[config.mk]
export PLATFORM = sky130hd
export DESIGN_NAME = avalon_5401_bus_responder
export DESIGN_NICKNAME = d
export VERILOG_FILES = /design/src/rtl/avalon_5401_pkg.sv /design/src/rtl/avalon_5401_mbox.sv /design/src/rtl/avalon_5401_bus_responder.sv
export SDC_FILE = /design/constraint.sdc
export NUM_CORES = 2
export LEC_CHECK = 0
export BUFFER_PORTS_ARGS = -buffer_cell sky130_fd_sc_hd__buf_2
export CAP_MARGIN = 0
export CORE_MARGIN = 1.5
export CORE_UTILIZATION = 30
export DETAILED_ROUTE_END_ITERATION = 8
export MAX_ROUTING_LAYER = met4
export SYNTH_ARGS = -nofsm -noshare
export SYNTH_HDL_FRONTEND = slang
export SYNTH_HIERARCHICAL = 1
export SYNTH_SLANG_ARGS = --single-unit
[constraint.sdc]
create_clock -name CLK -period 8.1 [get_ports CLK]
set_input_delay 1.215 -clock CLK [delete_from_list [all_inputs] [get_ports CLK]]
set_output_delay 1.215 -clock CLK [all_outputs]
set_load 0.01 [all_outputs]
[src/rtl/avalon_5401_pkg.sv]
// Shared types and constants for the 5401 pin-bus responder.
// Bus cycle encoding on cpu_bus[7:6], address FSM states, address width and default mailbox address.
package avalon_5401_pkg;

  localparam int unsigned ADDR_W = 12;
  localparam logic [ADDR_W-1:0] MBOX_ADDR_DEF = 12'hFFF;

  typedef enum logic [1:0] {
    BT_IDLE = 2'b00,
    BT_ALO  = 2'b01,
    BT_AHI  = 2'b10,
    BT_WR   = 2'b11
  } bus_type_e;

  typedef enum logic [1:0] {
    S_IDLE = 2'b00,
    S_LO   = 2'b01,
    S_RD   = 2'b10
  } state_e;

endpackage

[src/rtl/avalon_5401_mbox.sv]
// One-entry nibble mailbox. A push is taken when empty or when popped in the same cycle;
// a pop of an empty mailbox is ignored. accept reports whether this cycle's push was taken.
module avalon_5401_mbox (
  input  logic       clk,
  input  logic       rst,
  input  logic       push,
  input  logic [3:0] push_data,
  input  logic       pop,
  output logic       accept,
  output logic       valid,
  output logic [3:0] data
);

  assign accept = push && (!valid || pop);

  always_ff @(posedge clk) begin
    if (rst) begin
      valid <= 1'b0;
      data  <= 4'h0;
    end else if (accept) begin
      valid <= 1'b1;
      data  <= push_data;
    end else if (pop && valid) begin
      valid <= 1'b0;
    end
  end

endmodule

[src/rtl/avalon_5401_bus_responder.sv]
// Board-side responder for the 5401 pin bus: nibble RAM emulation plus host<->CPU mailbox on EF0/EF1.
// Mailbox logic is built only when AVALON_RESP_MAILBOX_EN is defined; otherwise its outputs are tied low.
module avalon_5401_bus_responder
  import avalon_5401_pkg::*;
#(
  parameter int unsigned       MEM_DEPTH = 256,
  parameter logic [ADDR_W-1:0] MBOX_ADDR = MBOX_ADDR_DEF
) (
  input  logic       CLK,
  input  logic       RST,
  input  logic [7:0] cpu_bus,
  output logic [3:0] data_in,
  output logic       EF0,
  output logic       EF1,
  input  logic       host_wr_en,
  input  logic [7:0] host_wr_addr,
  input  logic [3:0] host_wr_data,
  input  logic       h2c_valid,
  input  logic [3:0] h2c_data,
  output logic       h2c_ready,
  output logic       c2h_valid,
  output logic [3:0] c2h_data,
  input  logic       c2h_ready,
  output logic       c2h_ovf
);

  localparam int unsigned MW = $clog2(MEM_DEPTH);
`ifdef AVALON_RESP_MAILBOX_EN
  localparam bit MB_EN = 1'b1;
`else
  localparam bit MB_EN = 1'b0;
`endif

  logic [3:0]        mem [MEM_DEPTH];
  logic [ADDR_W-1:0] addr;
  logic [ADDR_W-1:0] rd_addr;
  bus_type_e         bus_type;
  logic [5:0]        payload;
  state_e            state_q, state_d;
  logic              rd_fire, wr_fire;
  logic              rd_mbox, wr_mbox, rd_mapped, wr_mapped, host_mapped;
  logic              h2c_full;
  logic [3:0]        h2c_nibble;

  assign bus_type = bus_type_e'(cpu_bus[7:6]);
  assign payload  = cpu_bus[5:0];
  assign rd_addr  = {payload, addr[5:0]};

  always_ff @(posedge CLK) begin
    if (RST) state_q <= S_IDLE;
    else     state_q <= state_d;
  end

  // An AHI before any ALO has no low half to pair with, so it is dropped.
  always_comb begin
    state_d = state_q;
    rd_fire = 1'b0;
    wr_fire = 1'b0;
    case (bus_type)
      BT_ALO: state_d = S_LO;
      BT_AHI: begin
        if (state_q != S_IDLE) begin
          state_d = S_RD;
          rd_fire = 1'b1;
        end
      end
      BT_WR:   wr_fire = 1'b1;
      default: ;
    endcase
  end

  always_ff @(posedge CLK) begin
    if (RST) begin
      addr <= '0;
    end else begin
      if (bus_type == BT_ALO) addr[5:0] <= payload;
      if (rd_fire)            addr[ADDR_W-1:6] <= payload;
      if (wr_fire)            addr <= addr + 1'b1;
    end
  end

  assign rd_mbox     = MB_EN && rd_fire && (rd_addr == MBOX_ADDR);
  assign wr_mbox     = MB_EN && wr_fire && (addr == MBOX_ADDR);
  assign rd_mapped   = !rd_mbox && (32'(rd_addr) < MEM_DEPTH);
  assign wr_mapped   = !wr_mbox && (32'(addr) < MEM_DEPTH);
  assign host_mapped = 32'(host_wr_addr) < MEM_DEPTH;

  // Host write is applied last so it wins a same-word collision with the CPU.
  always_ff @(posedge CLK) begin
    if (wr_fire && wr_mapped)     mem[addr[MW-1:0]] <= payload[3:0];
    if (host_wr_en && host_mapped) mem[host_wr_addr[MW-1:0]] <= host_wr_data;
  end

  always_ff @(posedge CLK) begin
    if (RST) begin
      data_in <= 4'h0;
    end else if (rd_fire) begin
      if (rd_mbox)        data_in <= h2c_full ? h2c_nibble : 4'h0;
      else if (rd_mapped) data_in <= mem[rd_addr[MW-1:0]];
      else                data_in <= 4'h0;
    end
  end

`ifdef AVALON_RESP_MAILBOX_EN
  logic c2h_accept;
  logic h2c_accept_unused;

  avalon_5401_mbox u_h2c (
    .clk       (CLK),
    .rst       (RST),
    .push      (h2c_valid && !h2c_full),
    .push_data (h2c_data),
    .pop       (rd_mbox),
    .accept    (h2c_accept_unused),
    .valid     (h2c_full),
    .data      (h2c_nibble)
  );

  avalon_5401_mbox u_c2h (
    .clk       (CLK),
    .rst       (RST),
    .push      (wr_mbox),
    .push_data (payload[3:0]),
    .pop       (c2h_ready),
    .accept    (c2h_accept),
    .valid     (c2h_valid),
    .data      (c2h_data)
  );

  always_ff @(posedge CLK) begin
    if (RST)                         c2h_ovf <= 1'b0;
    else if (wr_mbox && !c2h_accept) c2h_ovf <= 1'b1;
  end

  assign EF0       = h2c_full;
  assign EF1       = c2h_valid;
  assign h2c_ready = !h2c_full;
`else
  logic unused_mbox;
  assign unused_mbox = ^{h2c_valid, h2c_data, c2h_ready, rd_mbox, wr_mbox};
  assign h2c_full    = 1'b0;
  assign h2c_nibble  = 4'h0;
  assign EF0         = 1'b0;
  assign EF1         = 1'b0;
  assign h2c_ready   = 1'b0;
  assign c2h_valid   = 1'b0;
  assign c2h_data    = 4'h0;
  assign c2h_ovf     = 1'b0;
`endif

endmodule

==> metrics.csv <==
metric,value,unit
post_cts_buffers,0,
cts_hold_buf,0,
crit_chain,buf_2 -> nand2_1 -> nor2_1 -> nor4b_4 -> nand3_1 -> buf_4 -> o22ai_1,
endpoint_kind,register,
vias_per_cell,5.86,
yosysUniqueCellTypes,69,
cts_num_sinks,1042,
ys_seq_area_share,55.9,%
gp_congestion,0.936,
start_kind,primary input,
portBuffers,26,
clkLatencyLatePin,0.73,ns
die_y,434,µm
slew_headroom,-1.81,%
async_reset_ff_share,0,%
worst_pin_slew,1.52,ns
rows,157,
drt_pass1_iterations,6,
final.fill_count,17800,
hold_path_class,reg2reg,
required,8.44,ns
slowest_delay,1.30,ns
rsz0062_at_grt,false,
grt_pass1_wl,275000,µm
p_sw_share,24.4,%
regArea,31100,µm²
r2r_start,addr[2],
postLayoutCellArea,61600,µm²
violations,"max-capacitance violations, max-slew violations",
drv_cap,1,
synth_warnings,6,
period_minus_slack,4.75,ns
drive_gt1_share,36.6,%
vias,37300,
crit_type,in2reg,
skew,0.0335,ns
power_frac_clock,42.6,%
cts_buffers,116,
syn-cell-area,55700,µm²
synth_edf_count,1024,
dp_hpwl,114000,µm
die_area,188000,µm²
hold_path_end,state_q[0],
grt_pass1_vias,36500,
stdcell_count,6368,
clkTransAtPathRegs,0.06,ns
netlist_instances,4012,
fmax,211,MHz
syn-mean-instance-area,13.9,µm²
clk_path_buf_depth,3,
cts_tree,built,
ctsRootBufferMaster,clkbuf_16,
vdd_drop_max,165,µV
htreeDepth,3,
drc,0,
syn2layout_area_growth,10.6,%
antenna_found_initial,14,
utilization,33.5,%
cp_data_arrival_time,5.09,ns
coreArea,184000,µm²
ant_nets,0,
status,"complete, but fails checks",
hold_viol,0,
p_int,0.00941,W
grtUsageTotal,20.7,%
r2r_cells,5,
ios,42,
leakage,18.2,nW
synth-seq-cells,1042,
placed_cells,6145,
finalMaxSlewViolations,9,
hold_depth,2,
initial_utilization,30.3,%
setup_viol,0,
drt-total-wl,194000,µm
path_max_fanout,17,
critPathSlowestCell,nand3_1,
routedWlPerCell,30.4,µm
p_switching,0.00304,W
pwr_density_cell,202,nW/µm²
layout.nets,3832,
multi_input_area,22700,µm²
fin_crit_sh,58.6,%
r2r_slack,3.44,ns
r2r_end,mem[36][0],
total_power,0.0124,W
postPlaceCellArea,57900,µm²
tns,0,ns
hold_start,state_q[0],
die_w,434,µm
power_frac_comb,9.5,%
post_cts_resized,0,
synth_ff_type,edfxtp_1,
grt_max_degree,174,
drt_iter0_markers,5760,
overflow,0,
power.share.sequential,47.9,%
## metal layers
layer / up-vias / routed length (µm) / global-route usage, %
met5: - / 0 / -
met4: 0 / 9650 / 9.41
met3: 462 / 21600 / 4.82
met2: 2374 / 87000 / 30.6
met1: 19300 / 75500 / 26.9
li1: 15200 / - / -
## cell usage after synthesis (3+ instances only)
cell       instances  share of area [%]
or4_1              3              0.040
buf_6             12               0.24
a31oi_1           11               0.12
nor4_1             7              0.079
dfxtp_1           18               0.65
and3_1             6              0.067
a211oi_1          14               0.19
inv_1              5              0.034
edfxtp_1        1024                 55
a21oi_1           36               0.32
buf_2             43               0.39
o22ai_1          157                1.8
nand2_1          347                2.3
nand2b_1          11               0.12
clkbuf_1         350                2.4
nand3_1           65               0.58
nor2_1           203                1.4
o211ai_1           5              0.067
mux2i_1           84                1.5
o2111ai_1          3              0.047
mux2_2           881                 18
a22o_1             3              0.047
buf_1             15               0.10
mux4_2           230                9.3
nor3_1            15               0.13
ha_1               4              0.090
nand4_1           16               0.18
buf_4             30               0.40
nor3b_1            5              0.067
nor2b_1           25               0.28
a221oi_1          12               0.19
o21ai_0          271                2.4
a22oi_1           53               0.71
and2_1             5              0.056
## registers in the layout, summed over array words and instances (netlist names)
name	flops
data_in	4
addr	12
state_q	2
mem	1024
## critical path, delay by kind of cell
| kind | cells | cell delay [ns] |
|---|---|---|
| buffers and inverters | 2 | 0.88 |
| AO/OA/AOI/OAI | 1 | 0.41 |
| AND/OR/NAND/NOR | 4 | 2.56 |
## area by class of cell
cell class | count | share of cell area (%)
antenna | 10 | 0.0406
sequential | 1042 | 50.5
multi-input combinational | 2518 | 36.9
tap | 2464 | 5.00
timing repair buffer | 114 | 1.49
inverter | 7 | 0.0508
clock buffer | 148 | 4.98
clock inverter | 65 | 1.04
## stage by stage
stage               setup WS, ns  hold WS [ns]
global placement            2.89         0.477
global route                3.28         0.538
finish                      3.35         0.503
CTS                         3.61         0.505
floorplan                   4.87         0.459
detailed placement          2.84         0.497
## power groups by stage
stage	logic [W]	registers (W)	clock network (W)
after floorplan	0.000768	0.00605	0
after global placement	0.00114	0.00607	0
after detailed placement	0.00115	0.00607	0
after CTS	0.00115	0.00596	0.00533
after global routing	0.00121	0.00596	0.00552
final	0.00118	0.00596	0.00531
## cells in the final DEF (no fill, tap or decap), types with 55 or more instances in the layout
| master | instances |
|---|---|
| nand3_1 | 55 |
| mux2i_1 | 84 |
| o21ai_0 | 271 |
| nor2_1 | 200 |
| mux4_2 | 230 |
| clkbuf_16 | 118 |
| mux2_2 | 881 |
| edfxtp_1 | 1024 |
| buf_4 | 84 |
| nand2_1 | 345 |
| o22ai_1 | 157 |
## worst max path at each step
stage / from / endpoint / slack, ns / depth (start not counted)
3_3_place_gp: cpu_bus[6] / mem[15][1] / 2.89 / 7
4_1_cts: cpu_bus[6] / mem[223][2] / 3.61 / 7
6_report: cpu_bus[7] / mem[223][2] / 3.35 / 7
3_5_place_dp: cpu_bus[6] / mem[15][3] / 2.84 / 7
5_1_grt: cpu_bus[7] / mem[223][2] / 3.28 / 7
2_1_floorplan: cpu_bus[6] / mem[101][0] / 4.87 / 7
## cell families (layout without fill, tap and decap cells)
group                    after synthesis  count (layout)  share of synthesized area, %
buffers and inverters                460             334                          3.61
multiplexers                        1195            1195                          28.6
adder cells (fa/ha/maj)                4               4                        0.0899
flip-flops                          1042            1042                          55.9
AND/OR/NAND/NOR                      717             717                          5.45
AO/OA/AOI/OAI                        593             593                          6.35
other                                  1              19                       0.00673
Note: power is estimated with default switching activity, not from simulation.
